File: src/rtl/regfile_port_arbiter.sv
// rtl/regfile_port_arbiter.sv - decode/ALU/load arbiter for a 1W-or-2R register file with zero-fill.
// Optional REGFILE_R0_ZERO_EN: r0 reads as zero and writes to r0 are acknowledged but dropped.
module regfile_port_arbiter #(
  parameter int unsigned MAX_WAIT  = 4,
  parameter bit          INIT_ZERO = 1'b1
) (
  input  logic        clk,
  input  logic        rst_n,
  input  logic        rd_req,
  input  logic [4:0]  rd_addr_a,
  input  logic [4:0]  rd_addr_b,
  output logic        rd_ready,
  output logic        rd_valid,
  output logic [31:0] rd_data_a,
  output logic [31:0] rd_data_b,
  input  logic        wb0_req,
  input  logic [4:0]  wb0_addr,
  input  logic [31:0] wb0_data,
  output logic        wb0_ready,
  input  logic        wb1_req,
  input  logic [4:0]  wb1_addr,
  input  logic [31:0] wb1_data,
  output logic        wb1_ready,
  output logic        rf_rw,
  output logic [4:0]  rf_addr_a,
  output logic [4:0]  rf_addr_b,
  output logic [31:0] rf_in_reg,
  input  logic [31:0] rf_out_a,
  input  logic [31:0] rf_out_b,
  output logic        init_done
);

  typedef enum logic {S_INIT, S_RUN} state_t;

  localparam logic [3:0] MAX_W = 4'(MAX_WAIT);

  state_t      state_q;
  logic [4:0]  init_cnt_q;
  logic [3:0]  starve_cnt_q, starve_cnt_d;
  logic        rr_ptr_q, rr_ptr_d;
  logic        rd_valid_q;
  logic        wb_any, rd_win, sel_wb1;
  logic [4:0]  win_addr;
  logic [31:0] win_data;

  assign wb_any  = wb0_req | wb1_req;
  assign rd_win  = rd_req && (!wb_any || (starve_cnt_q >= MAX_W));
  assign sel_wb1 = wb1_req && (!wb0_req || rr_ptr_q);

  always_comb begin
    rf_rw        = 1'b1;
    rf_addr_a    = 5'd0;
    rf_addr_b    = 5'd0;
    rf_in_reg    = 32'd0;
    rd_ready     = 1'b0;
    wb0_ready    = 1'b0;
    wb1_ready    = 1'b0;
    starve_cnt_d = starve_cnt_q;
    rr_ptr_d     = rr_ptr_q;
    win_addr     = sel_wb1 ? wb1_addr : wb0_addr;
    win_data     = sel_wb1 ? wb1_data : wb0_data;
    if (!rst_n) begin
      rf_rw = 1'b1;
    end else if (state_q == S_INIT) begin
      rf_rw     = 1'b0;
      rf_addr_a = init_cnt_q;
    end else if (rd_win) begin
      rf_addr_a    = rd_addr_a;
      rf_addr_b    = rd_addr_b;
      rd_ready     = 1'b1;
      starve_cnt_d = 4'd0;
    end else if (wb_any) begin
      wb0_ready = !sel_wb1;
      wb1_ready = sel_wb1;
      rr_ptr_d  = !sel_wb1;
      if (rd_req)
        starve_cnt_d = (starve_cnt_q >= MAX_W) ? MAX_W : 4'(starve_cnt_q + 4'd1);
`ifdef REGFILE_R0_ZERO_EN
      if (win_addr != 5'd0) begin
        rf_rw     = 1'b0;
        rf_addr_a = win_addr;
        rf_in_reg = win_data;
      end
`else
      rf_rw     = 1'b0;
      rf_addr_a = win_addr;
      rf_in_reg = win_data;
`endif
    end
  end

`ifdef REGFILE_R0_ZERO_EN
  logic rd_a_zero_q, rd_b_zero_q;

  always_ff @(posedge clk or negedge rst_n) begin
    if (!rst_n) begin
      rd_a_zero_q <= 1'b0;
      rd_b_zero_q <= 1'b0;
    end else if (rd_ready) begin
      rd_a_zero_q <= (rd_addr_a == 5'd0);
      rd_b_zero_q <= (rd_addr_b == 5'd0);
    end
  end

  assign rd_data_a = (rd_valid_q && !rd_a_zero_q) ? rf_out_a : 32'd0;
  assign rd_data_b = (rd_valid_q && !rd_b_zero_q) ? rf_out_b : 32'd0;
`else
  assign rd_data_a = rd_valid_q ? rf_out_a : 32'd0;
  assign rd_data_b = rd_valid_q ? rf_out_b : 32'd0;
`endif

  assign rd_valid  = rd_valid_q;
  assign init_done = rst_n && (state_q == S_RUN);

  always_ff @(posedge clk or negedge rst_n) begin
    if (!rst_n) begin
      state_q      <= INIT_ZERO ? S_INIT : S_RUN;
      init_cnt_q   <= 5'd0;
      starve_cnt_q <= 4'd0;
      rr_ptr_q     <= 1'b0;
      rd_valid_q   <= 1'b0;
    end else begin
      rd_valid_q <= rd_ready;
      case (state_q)
        S_INIT: begin
          init_cnt_q <= init_cnt_q + 5'd1;
          if (init_cnt_q == 5'd31)
            state_q <= S_RUN;
        end
        default: begin
          starve_cnt_q <= starve_cnt_d;
          rr_ptr_q     <= rr_ptr_d;
        end
      endcase
    end
  end

endmodule

File: config.mk
export PLATFORM = sky130hd
export DESIGN_NAME = regfile_port_arbiter
export DESIGN_NICKNAME = d
export VERILOG_FILES = /design/src/rtl/regfile_port_arbiter.sv
export SDC_FILE = /design/constraint.sdc
export NUM_CORES = 1
export LEC_CHECK = 0
export ABC_CLOCK_PERIOD_IN_PS = 2800
export CORE_AREA = 2 2 103 105
export DETAILED_ROUTE_END_ITERATION = 10
export DIE_AREA = 0 0 105 107
export PLACE_DENSITY = 0.7
export SYNTH_ARGS = -nofsm -noshare
export SYNTH_HDL_FRONTEND = slang
export SYNTH_SLANG_ARGS = --single-unit
File: constraint.sdc
create_clock -name clk -period 2.8 [get_ports clk]
set_clock_uncertainty 0.2 [all_clocks]
set_input_delay 0.84 -clock clk [delete_from_list [all_inputs] [get_ports clk]]
set_output_delay 0.84 -clock clk [all_outputs]
set_load 0.01 [all_outputs]
==> results <==
## synth_stat cells
master / count
xnor2_1: 3
ha_1: 3
nand2b_1: 2
nor2_2: 1
nor2_1: 34
o31ai_4: 1
o21ai_0: 9
nor4b_1: 1
buf_6: 3
buf_2: 8
a221oi_1: 5
a21o_1: 1
nand3_1: 2
or2_2: 1
and3_1: 4
and2_4: 1
nand2_2: 1
nor3_1: 1
o31a_1: 1
a22o_1: 1
o21ai_1: 5
nand2_1: 8
mux2_2: 2
clkbuf_1: 9
and2_1: 71
nand2_4: 1
dfrtp_1: 12
nor2b_1: 2
a21boi_1: 1
a22oi_1: 32
## cell families (layout without fill, tap and decap cells)
| group | count (synthesis) | after routing | share of synthesized area [%] |
|---|---|---|---|
| flip-flops | 12 | 12 | 18.58 |
| multiplexers | 2 | 2 | 1.393 |
| adder cells (fa/ha/maj) | 3 | 3 | 2.322 |
| AO/OA/AOI/OAI | 56 | 56 | 25.23 |
| XOR/XNOR | 3 | 3 | 1.626 |
| buffers and inverters | 20 | 316 | 6.656 |
| AND/OR/NAND/NOR | 130 | 130 | 44.20 |
## worst register-to-register path, delay by kind of cell (launching register included)
family / cells / cell delay, ns
buffers and inverters: 2 / 0.28
AO/OA/AOI/OAI: 2 / 0.48
AND/OR/NAND/NOR: 1 / 0.32
flip-flops: 1 / 0.43
## metal layers
metal	GRT usage [%]	share of wire, %	up-vias
met1	22.26	39	1372
met4	5.048	2.1	0
met2	34.51	53	124
li1	-	-	1378
met3	3.222	5.9	20
met5	0	0	-
## area by class of cell
cell class | count | area (µm²)
fill | 958 | 4876
timing repair buffer | 313 | 3151
multi-input combinational | 194 | 1554
sequential | 12 | 300.3
tap | 136 | 170.2
clock buffer | 3 | 41.29
## flip-flops by register name (all words and copies together) (netlist names)
register and cells:
init_cnt_q 5, starve_cnt_q 4, rd_valid 1, rr_ptr_q 1, state_q 1
## metrics by stage
step | instance area, µm² | worst slack (ns) | hold WS [ns] | setup TNS (ns)
2_1_floorplan | 1617 | 0.1089 | 0.2538 | 0
3_3_place_gp | 4571 | -0.9489 | 0.2696 | -52.33
3_5_place_dp | 4571 | -0.9728 | 0.2785 | -53.80
4_1_cts | 5032 | -0.1780 | 0.2882 | -4.737
5_1_grt | 5216 | -0.2206 | 0.3384 | -6.451
6_report | 5216 | -0.1841 | 0.2891 | -4.526
## power by group through the flow
stage	logic, W	clock network (W)	registers, W
finish	0.000999	0.000154	0.000206
CTS	0.000934	0.000160	0.000205
floorplan	0.000258	0	0.000206
global placement	0.000732	0	0.000207
global route	0.00106	0.000172	0.000208
detailed placement	0.000745	0	0.000208
## worst min-delay path by stage
| stage | to | slack, ns | depth (start not counted) |
|---|---|---|---|
| after detailed placement | init_cnt_q[0] | 0.28 | 1 |
| final | init_cnt_q[0] | 0.29 | 1 |
| after CTS | init_cnt_q[0] | 0.29 | 1 |
| after global routing | starve_cnt_q[0] | 0.34 | 2 |
| after global placement | starve_cnt_q[1] | 0.27 | 2 |
| after floorplan | starve_cnt_q[1] | 0.25 | 2 |
## repair_timing
item,CTS,global route
cloned,9,0
pin swaps,42,17
hold endpoints to repair,0,0
resized for setup,355,43
endpoints found under the setup margin,111,45
buffers inserted,14,1
==> metrics.csv <==
stage,metric,value,unit
die,fp.coreArea,0.01009,mm²
sta,max_freq,335.1,MHz
grt,antenna_found_initial,0,
sta,setup_ws,-0.1841,ns
min_path,hp-start,init_cnt_q[0],
die,dieArea,0.01124,mm²
grt,grt_max_degree,66,
power,p_per_area,260.5,mW/mm²
setup_path,critical-path-slowest-cell,o31ai_4,
setup_path,critPathTopFamily,buffers and inverters,
setup_path,crit_chain,buf_8 -> nor2_4 -> o31ai_4 -> nand2_4 -> buf_12 -> buf_12 -> nor2_4 -> buf_6,
placed_design,gp_congestion,0.8152,
route,drt-pass1-iter-count,4,
die,start_util,16.02,%
clock_network,cts_tree,built,
finish,final_nets,680,
logic_synthesis,yosys.area.top_type,and2_1,
logic_synthesis,syn_nets,382,
grt,grt_pass1_wl,16.66,mm
sta,tightest_slew,0.3082,ns
finish,syn_to_final_growth,222.7,%
setup_path,critPathLaunchType,input pin,
setup_path,worst_path_largest_cell_delay,0.25,ns
sta,finalHoldViolations,0,
route,finalWirelength,11.45,mm
outcome,violations,negative setup slack,
clock_network,numCtsBuffers,3,
clock_network,clock_latency,0.24,ns
route,ant_nets,0,
logic_synthesis,syn-instance-count,226,
flow_run,maxCapViolations,0,
clock_network,clock-root-buffer,clkbuf_8,
power,ir_worst_vdd,230.3,µV
power,p_leak,2.455,nW
sta,setup_viol,43,
logic_synthesis,synthTopCellsByArea,"and2_1 (27%), dfrtp_1 (19%), a22oi_1 (15%)",
placed_design,dp_hpwl,8.081,mm
route,via_count,2894,
power,pwr-share-comb,73.5,%
sta,fin_crit,2.984,ns
logic_synthesis,yosys_warnings,0,
logic_synthesis,ys_types,30,
setup_path,reg2reg_depth,5,
logic_synthesis,avgSynthCellArea,7.153,µm²
clock_network,htreeDepth,1,
grt,grt_pass1_vias,2877,
min_path,hp-class,flop to flop,
power,total_power,0.001359,W
setup_path,worstSetupPathType,input pin to output pin,
clock_network,clockBufferDepth,2,
setup_path,regToRegStartpoint,starve_cnt_q[2],
grt,grt_usage,18.70,%
clock_network,postCtsHoldBufs,0,
sta,maxSlewViolCount,0,
die,chipWidth,105,µm
setup_path,path_buf_inv,4,
die,fp-row-count,37,
power,clockPowerShare,11.3,%
setup_path,arrival,1.94,ns
finish,layout_commonest_cell,clkdlybuf4s50_1,
finish,final_cell_mix,"clkdlybuf4s50_1 (149), and2_1 (69), dlygate4sd2_1 (65)",
sta,period_share,106.6,%
logic_synthesis,synth-seq-area-share,18.58,%
sta,rsz0062_at_grt,true,
grt,grt-ovfl-total,0,
power,power.switching_fraction,34.91,%
placed_design,io_buffers,264,
sta,relSlewSlack,79.16,%
power,p_int,0.0008845,W
finish,finalCoreUtilization,51.69,%
setup_path,crit_start,wb1_req,
route,drt-wirelength-per-cell,17.40,µm
setup_path,r2r_end,starve_cnt_q[0],
power,seqPwrFrac,15.2,%
power,p_switching,0.0004745,W
setup_path,crit_cells,8,
finish,drive_above_1_share,32.38,%
setup_path,required,1.76,ns
logic_synthesis,synth.top_cell.area_share,27.48,%
setup_path,cp-endpoint,rf_in_reg[9],
finish,final_cells,658,
route,drc_errors,0,
logic_synthesis,ys_ff_latch,12,
outcome,status,"complete, but fails checks",
route,vias_per_cell,4.398,
setup_path,endpoint_kind,output pin,
route,drt_iter0_markers,112,
die,fp.dieH,107,µm
placed_design,dpl.cell_count,632,
die,ios,265,
logic_synthesis,syn_area,0.001617,mm²
setup_path,r2r_slack,1.03,ns
clock_network,clk_pin_slew,0.05,ns
setup_path,crit_fanout,5,
finish,diodes,0,
clock_network,cts_sinks,12,
(Power assumes the default switching activity.)
